File: src/rtl/tg_write_arbiter.sv
// tg_write_arbiter
// Owns the single write port of the text-grid character buffer. Two
// requesters share the port with round-robin arbitration on ties, and a
// built-in sequencer sweeps every cell with CLEAR_CHAR on request.
//
// Ports:
//   pixel_clk_in            system clock
//   rst_in                  synchronous active-high reset
//   req0_valid/addr/data    requester 0 (terminal controller) write request
//   req0_ready              requester 0 accepted this cycle (combinational)
//   req1_valid/addr/data    requester 1 (status writer) write request
//   req1_ready              requester 1 accepted this cycle (combinational)
//   clear_req               one-cycle pulse starting a full-screen clear
//   tg_we/tg_addr/tg_input  registered buffer write port
//   clear_busy              high while the sweep is running
//   clear_done              one-cycle pulse aligned with the final clear write
module tg_write_arbiter #(
  parameter int SCREEN_WIDTH  = 76,
  parameter int SCREEN_HEIGHT = 44,
  parameter int CLEAR_CHAR    = 32
) (
  input  logic                                       pixel_clk_in,
  input  logic                                       rst_in,
  input  logic                                       req0_valid,
  input  logic [$clog2(SCREEN_WIDTH*SCREEN_HEIGHT)-1:0] req0_addr,
  input  logic [7:0]                                 req0_data,
  output logic                                       req0_ready,
  input  logic                                       req1_valid,
  input  logic [$clog2(SCREEN_WIDTH*SCREEN_HEIGHT)-1:0] req1_addr,
  input  logic [7:0]                                 req1_data,
  output logic                                       req1_ready,
  input  logic                                       clear_req,
  output logic                                       tg_we,
  output logic [$clog2(SCREEN_WIDTH*SCREEN_HEIGHT)-1:0] tg_addr,
  output logic [7:0]                                 tg_input,
  output logic                                       clear_busy,
  output logic                                       clear_done
);

  localparam int N  = SCREEN_WIDTH * SCREEN_HEIGHT;
  localparam int AW = $clog2(N);

  typedef enum logic {
    IDLE,
    CLEAR
  } state_t;

  state_t        state, state_nx;
  logic [AW-1:0] cnt, cnt_nx;
  logic          last_grant, last_grant_nx;
  logic          we_nx;
  logic [AW-1:0] addr_nx;
  logic [7:0]    data_nx;
  logic          busy_nx, done_nx;

  // One extra bit so the range check still works when N is a power of two.
  logic in_range0, in_range1;
  assign in_range0 = ({1'b0, req0_addr} < (AW+1)'(N));
  assign in_range1 = ({1'b0, req1_addr} < (AW+1)'(N));

  always_comb begin
    state_nx      = state;
    cnt_nx        = cnt;
    last_grant_nx = last_grant;
    req0_ready    = 1'b0;
    req1_ready    = 1'b0;
    we_nx         = 1'b0;
    addr_nx       = tg_addr;
    data_nx       = tg_input;
    busy_nx       = clear_busy;
    done_nx       = 1'b0;

    case (state)
      IDLE: begin
        if (clear_req) begin
          state_nx = CLEAR;
          cnt_nx   = '0;
          busy_nx  = 1'b1;
        end else begin
          // Round-robin state only moves on a genuine tie.
          if (req0_valid && req1_valid) begin
            if (last_grant) req0_ready = 1'b1;
            else            req1_ready = 1'b1;
            last_grant_nx = ~last_grant;
          end else if (req0_valid) begin
            req0_ready = 1'b1;
          end else if (req1_valid) begin
            req1_ready = 1'b1;
          end

          // Out-of-range requests are accepted but never reach the buffer.
          if (req0_ready && in_range0) begin
            we_nx   = 1'b1;
            addr_nx = req0_addr;
            data_nx = req0_data;
          end else if (req1_ready && in_range1) begin
            we_nx   = 1'b1;
            addr_nx = req1_addr;
            data_nx = req1_data;
          end
        end
      end

      CLEAR: begin
        we_nx   = 1'b1;
        addr_nx = cnt;
        data_nx = 8'(CLEAR_CHAR);
        if (cnt == AW'(N-1)) begin
          done_nx  = 1'b1;
          busy_nx  = 1'b0;
          state_nx = IDLE;
        end else begin
          cnt_nx = cnt + AW'(1);
        end
      end

      default: state_nx = IDLE;
    endcase
  end

  always_ff @(posedge pixel_clk_in) begin
    if (rst_in) begin
      state      <= IDLE;
      cnt        <= '0;
      last_grant <= 1'b1;
      tg_we      <= 1'b0;
      tg_addr    <= '0;
      tg_input   <= '0;
      clear_busy <= 1'b0;
      clear_done <= 1'b0;
    end else begin
      state      <= state_nx;
      cnt        <= cnt_nx;
      last_grant <= last_grant_nx;
      tg_we      <= we_nx;
      tg_addr    <= addr_nx;
      tg_input   <= data_nx;
      clear_busy <= busy_nx;
      clear_done <= done_nx;
    end
  end

endmodule

File: config.mk
export PLATFORM = sky130hd
export DESIGN_NAME = tg_write_arbiter
export DESIGN_NICKNAME = d
export VERILOG_FILES = /design/src/rtl/tg_write_arbiter.sv
export SDC_FILE = /design/constraint.sdc
export NUM_CORES = 1
export LEC_CHECK = 0
export ABC_CLOCK_PERIOD_IN_PS = 1600
export CAP_MARGIN = 20
export CORE_ASPECT_RATIO = 2
export CORE_MARGIN = 10
export CORE_UTILIZATION = 40
export CTS_CLUSTER_SIZE = 14
export DETAILED_ROUTE_END_ITERATION = 10
export GPL_TIMING_DRIVEN = 0
export HOLD_SLACK_MARGIN = 0.1
export PLACE_DENSITY = 0.75
export SLEW_MARGIN = 40
export SYNTH_ARGS = -nofsm -noshare
export SYNTH_HDL_FRONTEND = slang
export SYNTH_SLANG_ARGS = --single-unit
File: constraint.sdc
create_clock -name pixel_clk_in -period 1.6 [get_ports pixel_clk_in]
set_input_delay 0.24 -clock pixel_clk_in [delete_from_list [all_inputs] [get_ports pixel_clk_in]]
set_output_delay 0.24 -clock pixel_clk_in [all_outputs]
set_load 0.02 [all_outputs]
==> results by group <==
Floorplan
  • Die W: 69.6 um
  • Ports: 70
  • Die height: approximately 120 um
  • Number of cell rows: 36
  • Core Area: between 4000 and 5000 sq um
  • Starting Density: between 40% and 50%
  • Die area: 8300 sq um

Cells and area
  • Area growth syn-to-layout: 64.1%
  • Share of layout cells above drive strength 1: approximately 28%
  • Multi-input gate area: roughly 1300 sq um
  • # diodes: 0
  • Final instance area: roughly 3200 sq um
  • Nets: 378
  • Filler cells: about 390
  • Sequential Area: roughly 750 sq um
  • Final core occ: between 60% and 70%

Critical path
  • Critical path arrival: 1840 ps
  • Crit start category: input pin
  • Critical path type: in2reg
  • Worst Path Max Fanout: 4
  • CP Data Required Time: approximately 1800 ps
  • Setup crit end kind: flip-flop

Clock tree
  • Longest Clk Path Bufs: 2
  • TritonCTS clock tree: built
  • Clk sinks: 37
  • Clock transition at the registers of the reported paths: ~80 ps
  • CTS root buffer: clkbuf_8
  • TritonCTS Buffers: 5
  • Latest clock arrival within the worst-skew pair: around 300 ps
  • H-tree levels: 2

Placement
  • Port Buffer Count: 67
  • Placed cell area: 2720 sq um
  • GPL Wtd Cong: slightly below 0.9
  • DP HPWL: approximately 5.6 mm
  • Dpl ws: -835 ps

Detailed routing
  • Final wirelength: 7.64 mm
  • WL/cell: 19.6 um
  • ANT nets after route: 0
  • DRC violations left: 0
  • DRT iter0 DRCs: between 100 and 150
  • Vias: approximately 2.3k
  • 1st-pass router iterations: 4
  • Routed vias/inst: 5.79

Timing
  • Unrepaired setup endpoints after global routing: yes
  • Slew margin rel.: 62.1%
  • Highest Clock Rate: a little over 600 MHz
  • Final setup violation count: 3
  • Pins Over Slew Limit: 0
  • Final Skew: between 8 and 9 ps
  • Setup slack after layout: -41.7 ps
  • Fin crit share: 103%
  • Minimum hold slack: about 340 ps
  • Post-layout min period: 1640 ps
  • Final Hold Fails: 0
  • Actual slew at the worst max-slew pin: between 500 and 600 ps

Global route
  • GRT overflow: 0
  • Vias in the first global route: 2441
  • Overall routing resource usage: 17.1%
  • Initial antenna violation count: 0
  • First-pass GRT wire length: ~12 mm
  • Largest net degree at the start of global routing: 13

Pwr
  • Leakage: around 1.3 nW
  • Tot Pwr: around 2.5 mW
  • Power density cells: just under 800 nW/um^2
  • Peak supply drop: approximately 0.7 mV

Yosys
  • Post-synth EDFFs: 0
  • FFs w/ async S/R, synth: 0%
  • Average size of a mapped cell: about 8.4 sq um
  • YS warnings: 0
  • Post-synth top flop: dfxtp_1
  • Netlist cell types: 50
  • Sequential share of the synthesized area: 37.6%
  • Post-synthesis cell count: 236
  • Post-Synthesis Cell Area: 1970 sq um
  • Yosys reg bits: 37
  • Syn nets: between 200 and 300

Status
  • Status: finished with violations
  • Failing checks: setup timing

Job
  • Max Cap Viol: 0

Hold path
  • Worst hold-check path type: in2reg
## placed cells by master (no fill, tap or decap), types with 7 or more instances in the layout
cell type	netlist	routed
a21oi_1	19	16
buf_6	0	8
dlygate4sd2_1	0	11
nor2_1	24	23
dfxtp_1	37	33
buf_4	1	16
nand3_1	14	12
nand2_1	34	29
a31o_2	7	7
clkdlybuf4s50_1	0	47
clkbuf_8	0	7
## kinds of logic (layout without fill, tap and decap cells)
group,count (synthesis),in the layout,share of synthesized area (%)
buffers and inverters,20,116,4.13
adder cells (fa/ha/maj),1,1,0.635
AO/OA/AOI/OAI,72,72,30.2
AND/OR/NAND/NOR,94,95,21.9
XOR/XNOR,8,8,3.56
multiplexers,4,4,2.03
flip-flops,37,37,37.6
## sequential cells by signal, indices dropped and copies added (netlist names)
signal / count
clear_done: 1
tg_addr: 12
cnt: 12
state: 1
last_grant: 1
tg_input: 8
tg_we: 1
clear_busy: 1
## report_power, final
| part | internal, mW | switching (mW) | total, mW | leakage (nW) |
|---|---|---|---|---|
| Combinational | 0.378 | 0.370 | 0.748 | 0.902 |
| Sequential | 0.973 | 0.0374 | 1.01 | 0.304 |
| Clock | 0.398 | 0.373 | 0.771 | 0.0549 |
| Total | 1.75 | 0.780 | 2.53 | 1.26 |
## critical path, cell delays in order
cell and delay [ps]:
dlygate4sd2_1 250, nor4_2 330, o211ai_1 190, buf_4 190, o21ai_4 90, buf_6 130, buf_6 90, a21oi_1 80
a311oi_2 250
## per-stage QoR
| stage | std cells | setup TNS (ps) |
|---|---|---|
| after global placement | 360 | -16210 |
| after CTS | 386 | -671 |
| after global routing | 390 | -339 |
| after floorplan | 236 | -215 |
| after detailed placement | 360 | -17010 |
| final | 390 | -91.4 |
## routing by layer
metal	track usage, %	up-vias	wire [um]
li1	-	1075	-
met1	14.5	1070	2490
met2	35.1	92	4500
met3	3.49	22	375
met4	8.68	0	274
met5	0	-	0
## cell usage after synthesis (all sizes together) (2+ instances only)
cell      n  share of area [%]
o2111ai   4                1.8
o211ai    4                1.5
nand2    34                6.5
mux2i     4                2.0
o31a      2               0.89
and4      2               0.89
nand3    14                3.6
or3       2               0.63
o41ai     4                3.3
a31o      7                3.1
a21boi    2               0.95
a21oi    20                5.7
and3      4                1.3
nand2b    2               0.63
nor2     25                4.9
a311oi    7                3.1
nor3      2               0.51
xor2      4                1.8
nand4     4                1.3
buf       4                1.1
clkbuf    9                1.7
a221oi    3                1.3
inv       5               0.95
xnor2     4                1.8
o21ai     5                1.8
dfxtp    37                 38
o22ai     2               0.63
a222oi    2                1.0
clkinv    2               0.38
and2      2               0.63
## what timing repair did
item | in CTS | in global routing
setup endpoints to repair | 28 | 34
gates cloned | 1 | 0
pin swaps | 20 | 15
hold buffers | 0 | 0
resized for setup | 63 | 35
setup buffers | 19 | 5
## area by class of cell
type	count	area share, %
multi-input combinational	180	40.7
timing repair buffer	90	27.5
sequential	37	23.1
clock buffer	7	2.98
tap	57	2.21
buffer	11	2.09
inverter	7	1.04
clock inverter	1	0.271
## final timing paths
kind              cells past startpoint           to         start  slack (ps)
setup reg to reg                      8  tg_input[2]    last_grant         -20
hold / removal                        4   tg_addr[5]  req0_addr[5]         340
setup / recovery                      9  tg_input[2]  req1_addr[7]         -40
hold reg to reg                       2   clear_busy    clear_busy         460
No activity file was read; power rests on OpenSTA's default activity.
==> RTL change, RTL diff (same settings) <==
Set the parameter `SCREEN_WIDTH` to 72 (it was 76).
--- a/src/rtl/tg_write_arbiter.sv
+++ b/src/rtl/tg_write_arbiter.sv
@@ -16,5 +16,5 @@
 //   clear_done              one-cycle pulse aligned with the final clear write
 module tg_write_arbiter #(
-  parameter int SCREEN_WIDTH  = 76,
+  parameter int SCREEN_WIDTH  = 72,
   parameter int SCREEN_HEIGHT = 44,
   parameter int CLEAR_CHAR    = 32
Behaviour: not the same (a bounded check fails within 4 cycles, from zero or initial values and one cycle with rst_in high).
==> RTL change against the unedited design <==
The run still ends with setup timing left; sequential cell count unchanged; design area up 3.6%; register-to-register slack worse by 0.03 ns; synthesized cell count down 7.2%; synthesized area about the same; setup slack worse by 0.011 ns; total power down 1.0%; highest routed layer unchanged; non-clock buffer count up 1; first-iteration DRC count unchanged; routed wire length up 1.1%; global-route usage up 0.76 points.
==> RTL change: results (changes against the unedited design) <==
| Metric | Value |
|---|---|
| Routability congestion estimate | 0.931 (+4.6%) |
| PnR worst setup slack | -0.0526 ns (-0.0109 ns) |
| Nets | 362 (-4.2%) |
| Mux cell area share after synthesis | 0.0515 (+0.0311) |
| Reg-to-reg critical path startpoint | last_grant$_SDFFE_PP1P_ |
| Post-Route Skew | 0.00307 ns (-0.00496 ns) |
| Relative max-transition margin | 0.549 (-0.0719) |
| Share of synthesized area occupied by flip-flops and latches | 0.376 (about the same) |
| Minimum setup slack after placement | -0.837 ns (-0.00198 ns) |
| Ys Warns | 0 (unchanged) |
| H-Tree Depth | 2 (unchanged) |
| Average footprint of a synthesized cell | 8.99 um2 (+7.7%) |
| Aggregate global-route resource usage | 0.179 (+0.00764) |
| Post-Place Cell Area | 2730 um2 (+0.51%) |
| IR Drop Worst-Case VDD | 0.818 mV (+17%) |
| Number of placed cells counting well taps | 345 (-4.2%) |
| Violated checks | setup timing |
| Routed wire length per instance | 20.7 um (+5.4%) |
| Clock latency of the later-clocked register in the worst-skew pair | 0.30 ns (about the same) |
| Top post-synthesis cells by area | dfxtp_1 38%, nand2_1 6.7%, mux2i_1 4.6% |
| Number of distinct library cells after synthesis | 55 (+10%) |
| Vias in the first global route | 2348 (-3.8%) |
| Complex-gate fraction of the synthesized area | 0.236 (-0.0659) |
| Filler instances | 357 (-8.0%) |
| Drt via density | 5.84 (+0.91%) |
| Net count after synthesis | 265 (-6.0%) |
| Wire length of the first global-routing pass | 12200 um (+3.5%) |
| Top FF cell, synth | dfxtp_1 |
| Post-Synth Adder-Cell Area | 0.00635 (about the same) |
| Length in cells of the worst reg-to-reg path | 7 (-1) |
| Pin count of the biggest net entering global routing | 13 (unchanged) |
| Antenna diode count | 0 (unchanged) |
| Xor/xnor share of the synthesized area | 0.0356 (about the same) |
| Worst slack on hold paths | 0.404 ns (+0.0599 ns) |
| Worst hold endpoint | tg_addr[8]$_SDFFE_PP0P_ |
| Data arrival time of the critical path | 1.82 ns (-0.02 ns) |
| DP Wirelength | 5260 um (-5.8%) |
| # port buffers | 69 (+3.0%) |
| Final setup violating endpoints | 9 (+6) |
| Startpoint of the worst hold path | req0_addr[8] |
| Leakage power total | 1.28 nW (+1.8%) |
| Cell depth of the worst hold path | 3 (-1) |
| Registers with the most flip-flops | cnt (12), tg_addr (12), tg_input (8) |
| Reg2reg end | tg_addr[10]$_SDFFE_PP0P_ |
| Critical path fanouts, max | 10 (+6) |
| Final routed wirelength across all metal layers | 7720 um (+1.1%) |
| Result of the run | finished with violations |
| Share of post-route cells with drive strength above 1 | 0.293 (+0.0171) |
| Most frequent cells after synthesis | 37 x dfxtp_1, 35 x nand2_1, 13 x nor2_1, 10 x nand3_1 |
[RTL change: cell count changes in the layout (fill, tap and decap cells not counted), sizes merged, moves of 3 or more]
cell | before | now
a2111oi | 0 | 7
o41ai | 4 | 0
nor2b | 0 | 4
nand4 | 4 | 7
inv | 6 | 11
a311oi | 7 | 0
clkdlybuf4s50 | 47 | 51
nor2 | 26 | 13
mux2i | 4 | 9
a222oi | 2 | 7
o2111ai | 4 | 0
a21oi | 20 | 8
nand3 | 14 | 11
[RTL change: worst max path at each step]
stage | from | endpoint | slack, ns
3_5_place_dp | clear_req | req1_ready | -0.84
3_3_place_gp | clear_req | req1_ready | -0.85
5_1_grt | last_grant$_SDFFE_PP1P_ | tg_addr[10]$_SDFFE_PP0P_ | -0.09
2_1_floorplan | req0_addr[8] | tg_addr[0]$_SDFFE_PP0P_ | -0.005
4_1_cts | last_grant$_SDFFE_PP1P_ | tg_addr[7]$_SDFFE_PP0P_ | -0.05
6_report | last_grant$_SDFFE_PP1P_ | tg_addr[10]$_SDFFE_PP0P_ | -0.05
[RTL change: layout make-up]
cell class / instances / share of cell area
inverter: 10 / 0.0112
clock buffer: 7 / 0.0288
timing repair buffer: 91 / 0.270
tap: 57 / 0.0213
buffer: 11 / 0.0299
sequential: 37 / 0.227
clock inverter: 1 / 0.00261
multi-input combinational: 160 / 0.409
[RTL change: critical path, stage by stage (launching register included)]
cell	delay, ns
dfxtp_4	0.36
nand2b_4	0.16
buf_4	0.14
and4b_2	0.22
buf_6	0.15
o221a_2	0.26
a21oi_2	0.15
o31ai_1	0.08
[RTL change: per-stage QoR]
stage,setup TNS (ns),power (W),utilization
finish,-0.260,0.00250,0.695
global route,-1.20,0.00260,0.695
CTS,-0.440,0.00248,0.673
detailed placement,-18.21,0.00159,0.567
global placement,-17.69,0.00159,0.567
floorplan,-0.0298,0.00130,-
[RTL change: cells by family (layout without fill, tap and decap cells)]
logic type	after synthesis	after routing
and+or+nand+nor	88	88
AOI/OAI and AO/OA	53	53
buffers and inverters	22	120
adders and majority gates	1	1
xor gates and xnor gates	8	8
DFF	37	37
muxes	10	10
[RTL change: metal layers]
layer  vias to the layer above  track usage  part of all wire
met5                         -            0                 0
met4                         0       0.0893             0.028
met3                        18       0.0357             0.042
met2                        72        0.348              0.58
met1                      1081        0.168              0.34
li1                       1015            -                 -
[RTL change: where the power goes]
group	switching [W]	internal [W]	total [W]
Clock	0.000361	0.000398	0.000759
Sequential	0.0000324	0.000968	0.00100
Combinational	0.000370	0.000375	0.000744
[RTL change: timing repair]
item | CTS | global route
buffers inserted | 14 | 5
setup endpoints to repair | 33 | 33
hold buffers | 0 | 0
pin swaps | 19 | 14
gates cloned | 3 | 0
gates resized for setup | 88 | 32
